===== src/rtl/muldiv_pkg.sv =====
// Shared types and op-decode helpers for the iterative RV32M multiply/divide unit.
package muldiv_pkg;

  typedef enum logic [2:0] {
    OP_MUL    = 3'b000,
    OP_MULH   = 3'b001,
    OP_MULHSU = 3'b010,
    OP_MULHU  = 3'b011,
    OP_DIV    = 3'b100,
    OP_DIVU   = 3'b101,
    OP_REM    = 3'b110,
    OP_REMU   = 3'b111
  } muldiv_op_e;

  typedef enum logic [1:0] {
    S_IDLE,
    S_RUN,
    S_FIXUP,
    S_DONE
  } muldiv_state_e;

  function automatic logic is_div(input muldiv_op_e op);
    return op[2];
  endfunction

  function automatic logic is_signed_a(input muldiv_op_e op);
    return op inside {OP_MUL, OP_MULH, OP_MULHSU, OP_DIV, OP_REM};
  endfunction

  function automatic logic is_signed_b(input muldiv_op_e op);
    return op inside {OP_MUL, OP_MULH, OP_DIV, OP_REM};
  endfunction

  function automatic logic is_high(input muldiv_op_e op);
    return op inside {OP_MULH, OP_MULHSU, OP_MULHU};
  endfunction

  function automatic bit cfg_ok(input int xlen, input int step);
    return (step == 1 || step == 2 || step == 4) && (xlen % step == 0) && (xlen >= 8);
  endfunction

endpackage


===== src/rtl/muldiv_div_step.sv =====
// One restoring-division iteration: shift in a dividend bit, trial-subtract the divisor.
module muldiv_div_step #(
  parameter int XLEN = 32
) (
  input  logic [XLEN:0]   rem_in,
  input  logic            bit_in,
  input  logic [XLEN-1:0] divisor,
  output logic [XLEN:0]   rem_out,
  output logic            q_bit
);

  logic [XLEN+1:0] shifted;

  assign shifted = {rem_in, bit_in};
  assign q_bit   = (shifted >= (XLEN+2)'(divisor));
  assign rem_out = q_bit ? (XLEN+1)'(shifted - (XLEN+2)'(divisor)) : (XLEN+1)'(shifted);

endmodule


===== src/rtl/muldiv_unit.sv =====
// Iterative RV32M multiply/divide unit: shift-add multiply, restoring divide, one-cycle done strobe.
//   state  | meaning
//   IDLE   | waiting for start
//   RUN    | iterating (multiply digits or quotient bits)
//   FIXUP  | sign correction and result selection
//   DONE   | result presented, done strobe high
import muldiv_pkg::*;

module muldiv_unit #(
  parameter int XLEN     = 32,
  parameter int MUL_STEP = 1
) (
  input  logic            clk,
  input  logic            reset,
  input  logic            start,
  input  logic            kill,
  input  logic [2:0]      funct3,
  input  logic [XLEN-1:0] a,
  input  logic [XLEN-1:0] b,
  output logic            busy,
  output logic            done,
  output logic [XLEN-1:0] result
);

  localparam int CW = $clog2(XLEN + 1);
  localparam logic [CW-1:0]   MUL_LAST = CW'(XLEN / MUL_STEP - 1);
  localparam logic [CW-1:0]   DIV_LAST = CW'(XLEN - 1);
  localparam logic [XLEN-1:0] MIN_INT  = {1'b1, {(XLEN-1){1'b0}}};

  if (!cfg_ok(XLEN, MUL_STEP)) begin : g_bad_cfg
    $error("muldiv_unit: XLEN must be >= 8 and a multiple of MUL_STEP, MUL_STEP in {1,2,4}");
  end

  muldiv_state_e     state;
  muldiv_op_e        op;
  logic [XLEN-1:0]   mag_a, mag_b, quo;
  logic              sgn_a, sgn_b;
  logic [2*XLEN-1:0] acc;
  logic [XLEN:0]     rem;
  logic [CW-1:0]     cnt;

  muldiv_op_e      op_in;
  logic            neg_a_in, neg_b_in, div_zero, div_ovf;
  logic [XLEN-1:0] abs_a, abs_b, special_res;

  assign op_in    = muldiv_op_e'(funct3);
  assign neg_a_in = is_signed_a(op_in) & a[XLEN-1];
  assign neg_b_in = is_signed_b(op_in) & b[XLEN-1];
  assign abs_a    = neg_a_in ? -a : a;
  assign abs_b    = neg_b_in ? -b : b;
  assign div_zero = is_div(op_in) && (b == '0);
  assign div_ovf  = (op_in inside {OP_DIV, OP_REM}) && (a == MIN_INT) && (b == '1);

  // Special divides resolve in IDLE; signed-overflow REM falls through to zero.
  always_comb begin
    special_res = '0;
    if (div_zero)
      special_res = (op_in inside {OP_DIV, OP_DIVU}) ? '1 : a;
    else if (op_in == OP_DIV)
      special_res = a;
  end

  logic [MUL_STEP-1:0]      mul_digit;
  logic [XLEN+MUL_STEP-1:0] mul_sum;
  logic [2*XLEN-1:0]        acc_next;

  // Upper half never exceeds 2^XLEN-1, so the sum fits XLEN+MUL_STEP bits.
  assign mul_digit = acc[MUL_STEP-1:0];
  assign mul_sum   = (XLEN+MUL_STEP)'(acc[2*XLEN-1:XLEN])
                   + (XLEN+MUL_STEP)'(mag_a) * (XLEN+MUL_STEP)'(mul_digit);
  assign acc_next  = {mul_sum, acc[XLEN-1:MUL_STEP]};

  logic [XLEN:0] rem_next;
  logic          q_bit;

  muldiv_div_step #(.XLEN(XLEN)) u_div_step (
    .rem_in  (rem),
    .bit_in  (quo[XLEN-1]),
    .divisor (mag_b),
    .rem_out (rem_next),
    .q_bit   (q_bit)
  );

  logic [2*XLEN-1:0] prod_f;
  logic [XLEN-1:0]   quo_f, rem_f, fix_res;

  assign prod_f = (sgn_a ^ sgn_b) ? -acc : acc;
  assign quo_f  = (sgn_a ^ sgn_b) ? -quo : quo;
  assign rem_f  = sgn_a ? -rem[XLEN-1:0] : rem[XLEN-1:0];

  always_comb begin
    fix_res = prod_f[XLEN-1:0];
    if (is_div(op))
      fix_res = op[1] ? rem_f : quo_f;
    else if (is_high(op))
      fix_res = prod_f[2*XLEN-1:XLEN];
  end

  always_ff @(posedge clk or posedge reset) begin
    if (reset) begin
      state  <= S_IDLE;
      op     <= OP_MUL;
      mag_a  <= '0;
      mag_b  <= '0;
      sgn_a  <= 1'b0;
      sgn_b  <= 1'b0;
      acc    <= '0;
      rem    <= '0;
      quo    <= '0;
      cnt    <= '0;
      busy   <= 1'b0;
      done   <= 1'b0;
      result <= '0;
    end else begin
      case (state)
        S_IDLE: begin
          if (start && !kill) begin
            op    <= op_in;
            mag_a <= abs_a;
            mag_b <= abs_b;
            sgn_a <= neg_a_in;
            sgn_b <= neg_b_in;
            acc   <= {{XLEN{1'b0}}, abs_b};
            rem   <= '0;
            quo   <= abs_a;
            cnt   <= is_div(op_in) ? DIV_LAST : MUL_LAST;
            if (div_zero || div_ovf) begin
              result <= special_res;
              done   <= 1'b1;
              state  <= S_DONE;
            end else begin
              busy  <= 1'b1;
              state <= S_RUN;
            end
          end
        end
        S_RUN: begin
          if (kill) begin
            busy  <= 1'b0;
            state <= S_IDLE;
          end else begin
            if (is_div(op)) begin
              rem <= rem_next;
              quo <= {quo[XLEN-2:0], q_bit};
            end else begin
              acc <= acc_next;
            end
            if (cnt == '0) state <= S_FIXUP;
            else           cnt   <= cnt - 1'b1;
          end
        end
        S_FIXUP: begin
          busy <= 1'b0;
          if (kill) begin
            state <= S_IDLE;
          end else begin
            result <= fix_res;
            done   <= 1'b1;
            state  <= S_DONE;
          end
        end
        S_DONE: begin
          done  <= 1'b0;
          state <= S_IDLE;
        end
        default: state <= S_IDLE;
      endcase
    end
  end

endmodule


===== config.mk =====
export PLATFORM = sky130hd
export DESIGN_NAME = muldiv_unit
export DESIGN_NICKNAME = d
export VERILOG_FILES = /design/src/rtl/muldiv_pkg.sv /design/src/rtl/muldiv_div_step.sv /design/src/rtl/muldiv_unit.sv
export SDC_FILE = /design/constraint.sdc
export NUM_CORES = 1
export LEC_CHECK = 0
export ABC_AREA = 1
export CAP_MARGIN = 15
export CORE_MARGIN = 1.5
export CORE_UTILIZATION = 45
export CTS_CLUSTER_DIAMETER = 50
export DETAILED_ROUTE_END_ITERATION = 16
export PLACE_DENSITY = 0.75
export SKIP_CTS_REPAIR_TIMING = 1
export SLEW_MARGIN = 10
export SYNTH_ARGS = -nofsm -noshare
export SYNTH_HDL_FRONTEND = slang
export SYNTH_HIERARCHICAL = 1
export SYNTH_SLANG_ARGS = --single-unit

===== constraint.sdc =====
create_clock -name clk -period 7.7 [get_ports clk]
set_input_delay 0.77 -clock clk [delete_from_list [all_inputs] [get_ports clk]]
set_output_delay 0.77 -clock clk [all_outputs]
set_load 0.02 [all_outputs]

==> results.toml, run 1 <==
[global_routing]
grt_pass1_wl_um = 134000
grt_usage_pct = 32.8
antenna_found_initial = 1
grt_max_degree = 183
grt_pass1_vias = 23400
overflow = 0

[timing]
maxSlewViolCount = 0
relSlewSlack_pct = 24.3
worst_slew_pin_slew_ns = 1.13
setup_violations = 0
timing.final.crit_share_pct = 52.3
final_hold_viol_count = 0
clock_skew_ns = 0.0279
min_period_ns = 4.03
setup_tns_ns = 0
rsz0062_at_grt = "no"
fmax_ghz = 0.248

[setup_path]
worstPathArrival_ns = 4.50
cp_max_fo = 47
cp-end-kind = "register"
cp.required_ns = 8.17
setup.worst_path.start_class = "input pin"
path_class = "in2reg"

[route]
wl_um = 86500
route.detailed.drc = 0
detail-route-antenna-nets = 0
via_per_inst = 5.54
wire_per_inst_um = 18.7
drt_iter0_drc = 3239
routed-via-count = 25700
drt_first_pass_iters = 6

[placed_design]
io_buffers = 104
dp_cells = 4560
placed_area_um2 = 24200
gpl.final_weighted_congestion = 1.03
hpwl_um = 67600

[power_and_ir_drop]
p_seq_share_pct = 18.8
p_leak_nw = 13.4
pwr-share-clk_pct = 13.3
irDropWorstVdd_uv = 274
power_frac_comb_pct = 67.9
p_per_area_nw_per_um2 = 531
switching_share_pct = 58.4
finalPower_w = 0.0136
p_int_w = 0.00565
power_switching_w = 0.00792

[floorplan]
pin_count = 105
rows = 82
die_width_um = 228
dieHeight_um = 228
start_util_pct = 45.4
fp.coreArea_um2 = 50100
dieArea_um2 = 51900

[layout]
antenna_cells = 0
utilization_pct = 51.0
design_area_um2 = 25500
nets = 4077
drive_above_1_share_pct = 4.04
area_delta_synth_final_pct = 12.2
fillers = 5387
fin_cells = 4630

[synth]
synth_top_family_by_area = "simple AND/OR/NAND/NOR gates"
syn_nets = 4046
syn_area_um2 = 22800
yosysUniqueCellTypes = 49
synth_top_area_share_pct = 26.4
ys_top_cells_by_area = "dfrtp_1 26%, nand2_1 22%, inv_1 8.2%"
synth_common_cells = "1,355 x nand2_1, 500 x inv_1, 396 x nor2_1"
synth_ff_type = "dfrtp_1"
yosys.area.top_type = "dfrtp_1"
synth_compound_area_share_pct = 14.0
synth_area_per_cell_um2 = 5.84
synthAdderAreaFrac_pct = 4.36
synth_warnings = 6
synthArstFlopShare_pct = 100
synthXorXnorAreaFrac_pct = 2.69
synth_edf_count = 0
yosys.area_share.simple_pct = 41.5
synth_cells = 3897
yosysMostFrequentCell = "nand2_1"
synthMuxAreaShare_pct = 0
synth-seq-cells = 240
yosysSeqAreaShare_pct = 26.4

[clocking]
cts.path.max_buffers = 3
cts_tree = "done"
htree_levels = 2
cts_sinks = 240
cts_root_buffer = "clkbuf_16"
clkTransAtPathRegs_ns = 0.06
clk_latency_ns = 0.57
numCtsBuffers = 38

[hold_path]
hold_class = "reg2reg"

[flow_run]
maxCapViolations = 0

[run_status]
status = "finished clean"
area by class of cell:
class                      instances  area [um^2]  share of cell area [%]
clock buffer                      41          992                    3.89
sequential                       240         6010                    23.5
tap                              672          841                    3.29
timing repair buffer             121         1180                    4.62
inverter                         518         1950                    7.64
clock inverter                    29          319                    1.25
multi-input combinational       3009        14200                    55.8
registers in the layout, summed over array words and instances, names as in the netlist, 2 cells and up:
name / cells
acc: 64
rem: 33
mag_a: 32
mag_b: 32
quo: 32
result: 32
cnt: 6
op: 3
state: 2
metal layers:
| metal | vias up | GRT usage [%] | routed length [um] |
|---|---|---|---|
| met5 | - | 0 | 23 |
| met4 | 4 | 15.1 | 4260 |
| met3 | 215 | 5.35 | 7780 |
| met2 | 1162 | 51.3 | 38400 |
| met1 | 11800 | 44.3 | 36000 |
| li1 | 12500 | - | - |
power by group through the flow:
stage	registers [W]	clock network, W	logic [W]
floorplan	0.00235	0	0.00649
global placement	0.00254	0	0.00886
detailed placement	0.00254	0	0.00892
CTS	0.00253	0.00181	0.00897
global route	0.00261	0.00187	0.0102
finish	0.00255	0.00180	0.00922
final timing paths:
path                                from    endpoint  slack, ns  cells past startpoint
min in group asynchronous          reset     acc[23]       0.66                      2
worst min-delay path            mag_b[5]    mag_b[5]       0.48                      2
worst max register to register  state[1]     acc[48]       3.89                     10
worst max-delay path               a[24]  result[30]       3.67                     12
max in group asynchronous          reset     quo[26]       5.65                      3
worst min register to register  mag_b[5]    mag_b[5]       0.48                      2
per-stage QoR:
stage | hold slack, ns | setup WS [ns]
2_1_floorplan | 0.446 | 0.342
3_3_place_gp | 0.463 | 3.29
3_5_place_dp | 0.465 | 3.24
4_1_cts | 0.482 | 3.77
5_1_grt | 0.489 | 3.52
6_report | 0.480 | 3.67
worst max-delay path, cell delays in order:
cell and delay [ns]:
clkdlybuf4s50_1 0.51, nor2_1 0.26, nand3_1 0.37, nor3_1 0.25
nand2_1 0.07, nor2_1 0.45, nand2_1 0.16, nand3_2 0.11
nand2_2 0.52, inv_1 0.78, nor2_1 0.08, a21oi_1 0.15
cell families after synthesis:
kind of cell	Yosys count
simple gates	2262
buf+inv	648
compound gates	599
flops	240
fa+ha+maj	78
xor+xnor	70
placed cells by master (no fill, tap or decap), types with 20 or more instances in the layout:
cell type,netlist,final
inv_1,500,499
ha_1,76,75
o22ai_1,20,20
a21oi_1,196,196
nand2_1,1355,1354
nand4_1,70,70
o21ai_0,314,314
nor3_1,30,30
nand3_1,330,329
nor2_1,396,393
clkbuf_16,0,38
dfrtp_1,240,240
clkdlybuf4s50_1,0,104
o211ai_1,22,22
xor2_1,66,66
Power figures use the tool's default switching activity.
==> run 2, diff against run 1 <==
- clock period: 7.7 -> 3.7 ns (I/O delays scaled with it)
==> results.toml, run 2 (same netlist as run 1, synthesis figures left out) <==
[layout]
layout_common_cells = "1,354 x nand2_1, 499 x inv_1, 394 x nor2_1"
drive_above_1_share_pct = 4.42
regArea_um2 = 6010
fillers = 5316
reg_top3 = "acc: 64 flops, rem: 33 flops"
utilization_pct = 51.2
nets = 4101
largest_reg_flops = 64
antenna_cells = 0
regMostFlops = "acc"
multi_input_area_um2 = 14200
area_delta_synth_final_pct = 12.8
final_common_cell = "nand2_1"

[global_routing]
grt_max_degree = 104
grt_pass1_wl_um = 136000
grt_pass1_vias = 23700
overflow = 0
antenna_found_initial = 2
grt_usage_pct = 33.1

[route]
drt_first_pass_iters = 6
routed.top_layer = "met5"
wl_um = 87500
wl_met3_um = 8140
wire_per_inst_um = 18.8
detail-route-antenna-nets = 0
route.detailed.drc = 0
via_per_inst = 5.59
drt_iter0_drc = 3316
routed-via-count = 26000
met1_length_um = 36000
wl_met2_um = 38700

[clocking]
cts_sinks = 240
htree_levels = 2
clk_latency_ns = 0.56
cts_tree = "done"
clkTransAtPathRegs_ns = 0.06
numCtsBuffers = 34
cts_root_buffer = "clkbuf_16"
cts.path.max_buffers = 3

[timing]
min_period_ns = 2.93
relSlewSlack_pct = 42.4
timing.final.crit_share_pct = 79.2
setup_violations = 0
worst_slew_pin_slew_ns = 0.855
fin_ws_ns = 0.771
rsz0062_at_grt = "no"
clock_skew_ns = 0.0237
final_hold_viol_count = 0
fmax_ghz = 0.341
maxSlewViolCount = 0
setup_tns_ns = 0

[power_and_ir_drop]
p_leak_nw = 13.5
finalPower_w = 0.0281
irDropWorstVdd_uv = 603
p_per_area_nw_per_um2 = 1090

[placed_design]
hpwl_um = 69200
dp_worst_setup_slack_ns = 0.622
io_buffers = 104
gpl.final_weighted_congestion = 1.07

[setup_path]
path_class = "reg2reg"
cp_max_fo = 10
worstPathArrival_ns = 3.36
cp.required_ns = 4.13
cp-end-kind = "register"
setup.worst_path.start_class = "register"

[run_status]
status = "finished clean"

[floorplan]
dieHeight_um = 228
pin_count = 105
die_width_um = 228
fp.coreArea_um2 = 50100
rows = 82
dieArea_um2 = 51900
start_util_pct = 45.4

[hold_path]
hold_class = "in2async"

[flow_run]
maxCapViolations = 0
## run 2: power by group
group | internal (W) | leakage (nW) | switching, W
clock | 0.00213 | 0.589 | 0.00136
sequential | 0.00386 | 3.06 | 0.00147
combinational | 0.00581 | 9.86 | 0.0134
## run 2: path summary, 6_finish.rpt
| path | start | end | slack [ns] | cells past startpoint |
|---|---|---|---|---|
| hold / removal | reset | acc[21] | 0.24 | 2 |
| setup / recovery | acc[0] | acc[61] | 0.77 | 19 |
| max in group asynchronous | reset | result[25] | 2.48 | 3 |
| min in group clk | mag_b[2] | mag_b[2] | 0.48 | 2 |
| setup reg to reg | acc[0] | acc[61] | 0.77 | 19 |
| hold reg to reg | mag_b[2] | mag_b[2] | 0.48 | 2 |
## run 2: area by class of cell
class                           instances  area share [%]
Inverter                              518            7.59
Timing Repair Buffer                  149            5.52
Multi-Input combinational cell       3009            55.5
Tap cell                              672            3.28
Sequential cell                       240            23.4
Clock inverter                         18           0.800
Clock buffer                           44            3.87
## run 2: worst max-delay path, cell delays in order (launching register included)
cell,delay (ns)
dfrtp_1,0.50
nand2_1,0.09
inv_1,0.10
ha_1,0.17
inv_1,0.07
fa_1,0.36
inv_1,0.07
nand2_1,0.07
o21ai_1,0.35
nand2_1,0.12
nand2_1,0.10
nand2_1,0.06
nand2_1,0.12
nand2_1,0.06
nand2_1,0.18
nand3_1,0.12
nand2_1,0.08
nand2_1,0.05
nand3_1,0.06
nand2_1,0.05
## run 2: per-layer routing
metal / global-route usage [%] / vias to the layer above
li1: - / 12600
met1: 43.8 / 11900
met2: 52.1 / 1252
met3: 5.74 / 228
met4: 16.2 / 4
met5: 0 / -
## run 2: per-stage QoR
step | hold WS [ns] | area, um^2 | std cells
finish | 0.244 | 25700 | 4650
global route | 0.290 | 25700 | 4650
CTS | 0.244 | 25700 | 4650
global placement | 0.466 | 24500 | 4588
detailed placement | 0.466 | 24500 | 4588
floorplan | 0.446 | 22800 | 3897
